--- config.mk ---
export PLATFORM = sky130hd
export DESIGN_NAME = ours_axi4_r_burst_buf
export DESIGN_NICKNAME = d
export VERILOG_FILES = /design/src/rtl/ours_axi4_pkg.sv /design/src/rtl/ours_r_beat_mem.sv /design/src/rtl/ours_axi4_r_burst_buf.sv
export SDC_FILE = /design/constraint.sdc
export NUM_CORES = 1
export LEC_CHECK = 0
export BUFFER_PORTS_ARGS = -buffer_cell sky130_fd_sc_hd__buf_2
export CAP_MARGIN = 10
export CORE_MARGIN = 8
export CORE_UTILIZATION = 66
export DETAILED_ROUTE_END_ITERATION = 8
export GPL_TIMING_DRIVEN = 1
export PLACE_DENSITY = 0.84
export RECOVER_POWER = 100
export SLEW_MARGIN = 20
export SYNTH_ARGS = -nofsm -noshare
export SYNTH_HDL_FRONTEND = slang
export SYNTH_SLANG_ARGS = --single-unit
--- constraint.sdc ---
create_clock -name clk -period 13.6 [get_ports clk]
set_clock_uncertainty 0.1 [all_clocks]
set_input_delay 0 -clock clk [delete_from_list [all_inputs] [get_ports clk]]
set_output_delay 0 -clock clk [all_outputs]
set_load 0.005 [all_outputs]
--- src/rtl/ours_axi4_pkg.sv ---
// R payload field layout shared by the R-channel buffering blocks.
// Offsets are bit indices into the packed R payload {rdata, rid, rresp, rlast}.
package ours_axi4_pkg;

  localparam int unsigned RLAST       = 0;
  localparam int unsigned RRESP       = 1;
  localparam int unsigned RRESP_WIDTH = 2;
  localparam int unsigned RID         = RRESP + RRESP_WIDTH;

endpackage

--- src/rtl/ours_r_beat_mem.sv ---
// Beat storage for the R burst buffer: Depth x Width flop array.
// Ports:
//   clk_i    clock
//   we_i     write enable, stores wdata_i at waddr_i on the rising edge
//   waddr_i  write address
//   wdata_i  write data
//   raddr_i  read address (asynchronous read)
//   rdata_o  read data
module ours_r_beat_mem #(
  parameter int unsigned Depth = 16,
  parameter int unsigned Width = 64,
  parameter int unsigned AddrW = $clog2(Depth)
) (
  input  logic             clk_i,
  input  logic             we_i,
  input  logic [AddrW-1:0] waddr_i,
  input  logic [Width-1:0] wdata_i,
  input  logic [AddrW-1:0] raddr_i,
  output logic [Width-1:0] rdata_o
);

  logic [Width-1:0] mem_q [Depth];

  // No reset: contents are only ever read behind a valid occupancy count.
  always_ff @(posedge clk_i) begin
    if (we_i) begin
      mem_q[waddr_i] <= wdata_i;
    end
  end

  assign rdata_o = mem_q[raddr_i];

endmodule

--- src/rtl/ours_axi4_r_burst_buf.sv ---
// Per-source R-channel burst accumulator placed in front of an R arbiter input.
// Beats are held until the whole burst (rlast) is stored, then released back to back,
// so a slow source cannot keep the arbiter's rlast lock while dribbling beats. A burst
// longer than DEPTH switches to cut-through once storage fills, so it never deadlocks.
// Ports:
//   clk          clock
//   rst          synchronous reset, active-high
//   slave_rvld   beat valid from the source
//   slave_r      beat payload (rlast at RLAST_POSITION)
//   slave_rrdy   beat accepted when slave_rvld & slave_rrdy
//   master_rvld  beat valid toward the arbiter
//   master_r     beat payload toward the arbiter
//   master_rrdy  arbiter ready
//   clk_en       request for the upstream clock gate
module ours_axi4_r_burst_buf
  import ours_axi4_pkg::*;
#(
  parameter int unsigned BACKEND_DOMAIN = 0,
  parameter int unsigned WIDTH          = 64,
  parameter int unsigned RLAST_POSITION = RLAST,
  parameter int unsigned DEPTH          = 16
) (
  input  logic             clk,
  input  logic             rst,
  input  logic             slave_rvld,
  input  logic [WIDTH-1:0] slave_r,
  output logic             slave_rrdy,
  output logic             master_rvld,
  output logic [WIDTH-1:0] master_r,
  input  logic             master_rrdy,
  output logic             clk_en
);

  localparam int unsigned AW = $clog2(DEPTH);
  localparam int unsigned CW = AW + 1;

  logic [AW-1:0] wr_ptr_q, wr_ptr_d;
  logic [AW-1:0] rd_ptr_q, rd_ptr_d;
  logic [CW-1:0] cnt_q, cnt_d;
  logic [CW-1:0] cmpl_cnt_q, cmpl_cnt_d;
  logic          passthru_q, passthru_d;

  logic full, empty, push, pop, rlast_in, rlast_out;

  // Domain tag only matters to the clock-gate netlist, not to this logic.
  logic unused_backend_domain;
  assign unused_backend_domain = ^BACKEND_DOMAIN;

  assign full      = (cnt_q == CW'(DEPTH));
  assign empty     = (cnt_q == '0);
  assign rlast_in  = slave_r[RLAST_POSITION];
  assign rlast_out = master_r[RLAST_POSITION];

  // Ready depends only on occupancy and reset, never on master_rrdy.
  assign slave_rrdy  = ~full & ~rst;
  // Every term can only fall through a pop, so valid is stable until taken.
  assign master_rvld = ~empty & ((cmpl_cnt_q != '0) | passthru_q | full);
  assign push        = slave_rvld & slave_rrdy;
  assign pop         = master_rvld & master_rrdy;
  assign clk_en      = rst | slave_rvld | ~empty;

  always_comb begin
    wr_ptr_d   = wr_ptr_q;
    rd_ptr_d   = rd_ptr_q;
    cmpl_cnt_d = cmpl_cnt_q;
    passthru_d = passthru_q;
    cnt_d      = cnt_q + CW'(push) - CW'(pop);

    if (push) wr_ptr_d = wr_ptr_q + AW'(1);
    if (pop)  rd_ptr_d = rd_ptr_q + AW'(1);

    unique case ({push & rlast_in, pop & rlast_out})
      2'b10:   cmpl_cnt_d = cmpl_cnt_q + CW'(1);
      2'b01:   cmpl_cnt_d = cmpl_cnt_q - CW'(1);
      default: cmpl_cnt_d = cmpl_cnt_q;
    endcase

    // A pop with no complete burst stored can only come from a full buffer:
    // stream the rest of this burst until its rlast leaves.
    if (pop) begin
      if (rlast_out) begin
        passthru_d = 1'b0;
      end else if (cmpl_cnt_q == '0) begin
        passthru_d = 1'b1;
      end
    end
  end

  always_ff @(posedge clk) begin
    if (rst) begin
      wr_ptr_q   <= '0;
      rd_ptr_q   <= '0;
      cnt_q      <= '0;
      cmpl_cnt_q <= '0;
      passthru_q <= 1'b0;
    end else begin
      wr_ptr_q   <= wr_ptr_d;
      rd_ptr_q   <= rd_ptr_d;
      cnt_q      <= cnt_d;
      cmpl_cnt_q <= cmpl_cnt_d;
      passthru_q <= passthru_d;
    end
  end

  ours_r_beat_mem #(
    .Depth (DEPTH),
    .Width (WIDTH)
  ) u_mem (
    .clk_i   (clk),
    .we_i    (push),
    .waddr_i (wr_ptr_q),
    .wdata_i (slave_r),
    .raddr_i (rd_ptr_q),
    .rdata_o (master_r)
  );

endmodule

==> reports/metrics.cfg <==
[critical_path]
regToRegSetupSlack_ns=6.11
cp-end-kind=output pin
r2r_cells=8
cp-start-kind=flip-flop
arrival_ns=8.83
worstSetupPathType=reg -> out
reg2reg_from=cnt_q[2]
cp_max_fo=74
cp.required_ns=13.50
rr_endpoint=u_mem.mem_q[2][33]

[finish]
area_growth_pct=12.4
fillers=2986
multi_input_area_um2=8140
nets=1936
regArea_um2=31200
drive_gt1_share_pct=24.9

[global_routing]
grt_use_total_pct=30.4
grt-ovfl-total=0
grt_pass1_wl_um=147000
antenna_found_initial=5
grt_pass1_vias=20782
grt_max_degree=81

[placement]
port_buffers=134
dp.final_hpwl_um=45700
place_congestion=0.753
place_ws_ns=9.24

[worst_hold_path]
hold_depth=3
hold_path_startpoint=rst
hold_path.class=in -> reg
hold_path_end=cnt_q[3]

[timing]
fin_crit_ns=8.93
rsz0062_at_grt=false
slew_headroom_pct=-259
clock.fmax_ghz=0.112
setup_viol=0
setup_tns_ns=0
hold_viol=0
tightest_slew_ns=5.39
drv_slew=1430
timing.final.crit_share_pct=65.7
fin_ws_ns=4.67

[synthesis]
seq_area_frac_synth_pct=78.4
ys_warn_count=0
yosys.area.top_type_share_pct=77.2
yosysMostFrequentCell=edfxtp_1
yosysTopAreaCell=edfxtp_1
synth-seq-cells=1047
synth_cell_types=49
synth.avg_cell_area_um2=24.9
synth_fp_nets=1684
async_flop_share_pct=0
synth_area_leaders=edfxtp_1 77%, mux4_2 18%, dfxtp_1 1.2%
ys_top_cells_by_count=1,024 x edfxtp_1, 315 x mux4_2, 31 x clkbuf_1
netlist_area_um2=39800
synth_ff_type=edfxtp_1
synthCells=1601
synth_edf_count=1024

[clock_tree]
cts_tree=yes
hold_buffers=67
cts_resized=0
cts_buffers=97
htree_levels=3
ctsRootBufferMaster=clkbuf_16
clkLatencyLatePin_ns=0.64
cts_buffer_depth=3
postCtsSetupBuffers=0
cts_sinks=1047
clk_pin_slew_ns=0.07

[pwr]
p_seq_share_pct=47.2
switching_power_w=0.00195
p_per_area_nw_per_um2=173
power.internal_w=0.00580
clkPwrFrac_pct=34.0
p_comb_share_pct=18.8
p_leak_nw=13.4
switching_share_pct=25.2
ir_worst_vdd_uv=125

[drt]
drc=0
drtIter0Drc=3273
ant_nets=0
vias=19775
vias_per_cell=7.27
drt-total-wl_um=102000
firstDrtPassIters=6
wl_per_cell_um=37.6

[floorplan]
die-area_um2=68400
die_w_um=262
dieHeight_um=262
core-area_um2=60000
rows=90
start_util_pct=66.3
io_pins=135

[outcome]
failed_checks=max-capacitance violations, max-slew violations
status=finished with violations

[flow_run]
cap_viol_max_count=40

[cell families (layout without fill, tap and decap cells)]
| group | Yosys count | count (layout) | synth area share [%] |
|---|---|---|---|
| DFF | 1047 | 1047 | 78.4 |
| muxes | 329 | 329 | 18.2 |
| buffers and inverters | 91 | 424 | 1.12 |
| and+or+nand+nor | 77 | 77 | 1.01 |
| AOI/OAI and AO/OA | 32 | 32 | 0.572 |
| adders and majority gates | 15 | 15 | 0.490 |
| xor gates and xnor gates | 10 | 10 | 0.220 |
| other | 0 | 4 | 0 |
[flip-flops by register name (all words and copies together) (netlist names), named ones only]
name	cells
passthru_q	1
wr_ptr_q	4
cmpl_cnt_q	5
cnt_q	5
rd_ptr_q	4
u_mem.mem_q	1024
[placed cells by master (no fill, tap or decap), types with 13 or more instances in the layout]
cell type	n
clkinv_2	13
mux4_2	315
clkinv_1	28
clkbuf_16	98
buf_2	22
edfxtp_1	1024
nor2_1	24
ha_1	14
dfxtp_1	21
nand2_1	14
dlygate4sd3_1	67
clkbuf_1	165
[metrics by stage]
step | cells | hold slack [ns] | cell area [µm²] | power [W] | util (%)
2_1_floorplan | 1601 | -0.0154 | 39800 | 0.00473 | -
3_3_place_gp | 2463 | 0.213 | 41400 | 0.00503 | 68.9
3_5_place_dp | 2464 | 0.209 | 41400 | 0.00509 | 69.0
4_1_cts | 2711 | 0.152 | 45100 | 0.00773 | 75.1
5_1_grt | 2718 | 0.314 | 44700 | 0.00797 | 74.5
6_report | 2720 | 0.272 | 44700 | 0.00775 | 74.5
[routing by layer]
| metal | vias up | GRT usage, % | wire length (µm) |
|---|---|---|---|
| met3 | 298 | 5.94 | 11000 |
| li1 | 7440 | - | - |
| met2 | 1720 | 50.7 | 52200 |
| met5 | - | 0 | 12 |
| met1 | 10315 | 40.5 | 35000 |
| met4 | 2 | 10.7 | 3860 |
[worst max-delay path, cell delays in order, from the launching register on]
cell and delay [ns]:
dfxtp_1 1.41, clkbuf_1 2.00, clkbuf_1 3.32, mux4_2 0.86, mux4_2 0.34, clkbuf_1 0.15
[power groups by stage]
stage,Combinational [W],Clock [W],Sequential (W)
after floorplan,0.00104,0,0.00369
after global placement,0.00128,0,0.00375
after detailed placement,0.00136,0,0.00373
after CTS,0.00142,0.00264,0.00367
after global routing,0.00155,0.00276,0.00366
final,0.00145,0.00264,0.00366
[worst max path at each step]
stage,from,end,slack (ns)
5_1_grt,flip-flop,master_r[35],4.33
3_5_place_dp,flip-flop,master_r[35],9.24
2_1_floorplan,cnt_q[2],u_mem.mem_q[0][0],7.35
6_report,flip-flop,master_r[26],4.67
3_3_place_gp,flip-flop,master_r[63],9.07
4_1_cts,flip-flop,master_r[36],8.51
[cell type report]
| class | instances | area share (%) |
|---|---|---|
| antenna | 4 | 0.0224 |
| clock buffer | 122 | 5.68 |
| clock inverter | 58 | 0.987 |
| inverter | 9 | 0.0755 |
| multi-input combinational | 463 | 18.2 |
| sequential | 1047 | 69.8 |
| tap | 782 | 2.19 |
| timing repair buffer | 235 | 3.07 |
(Power assumes the default switching activity.)
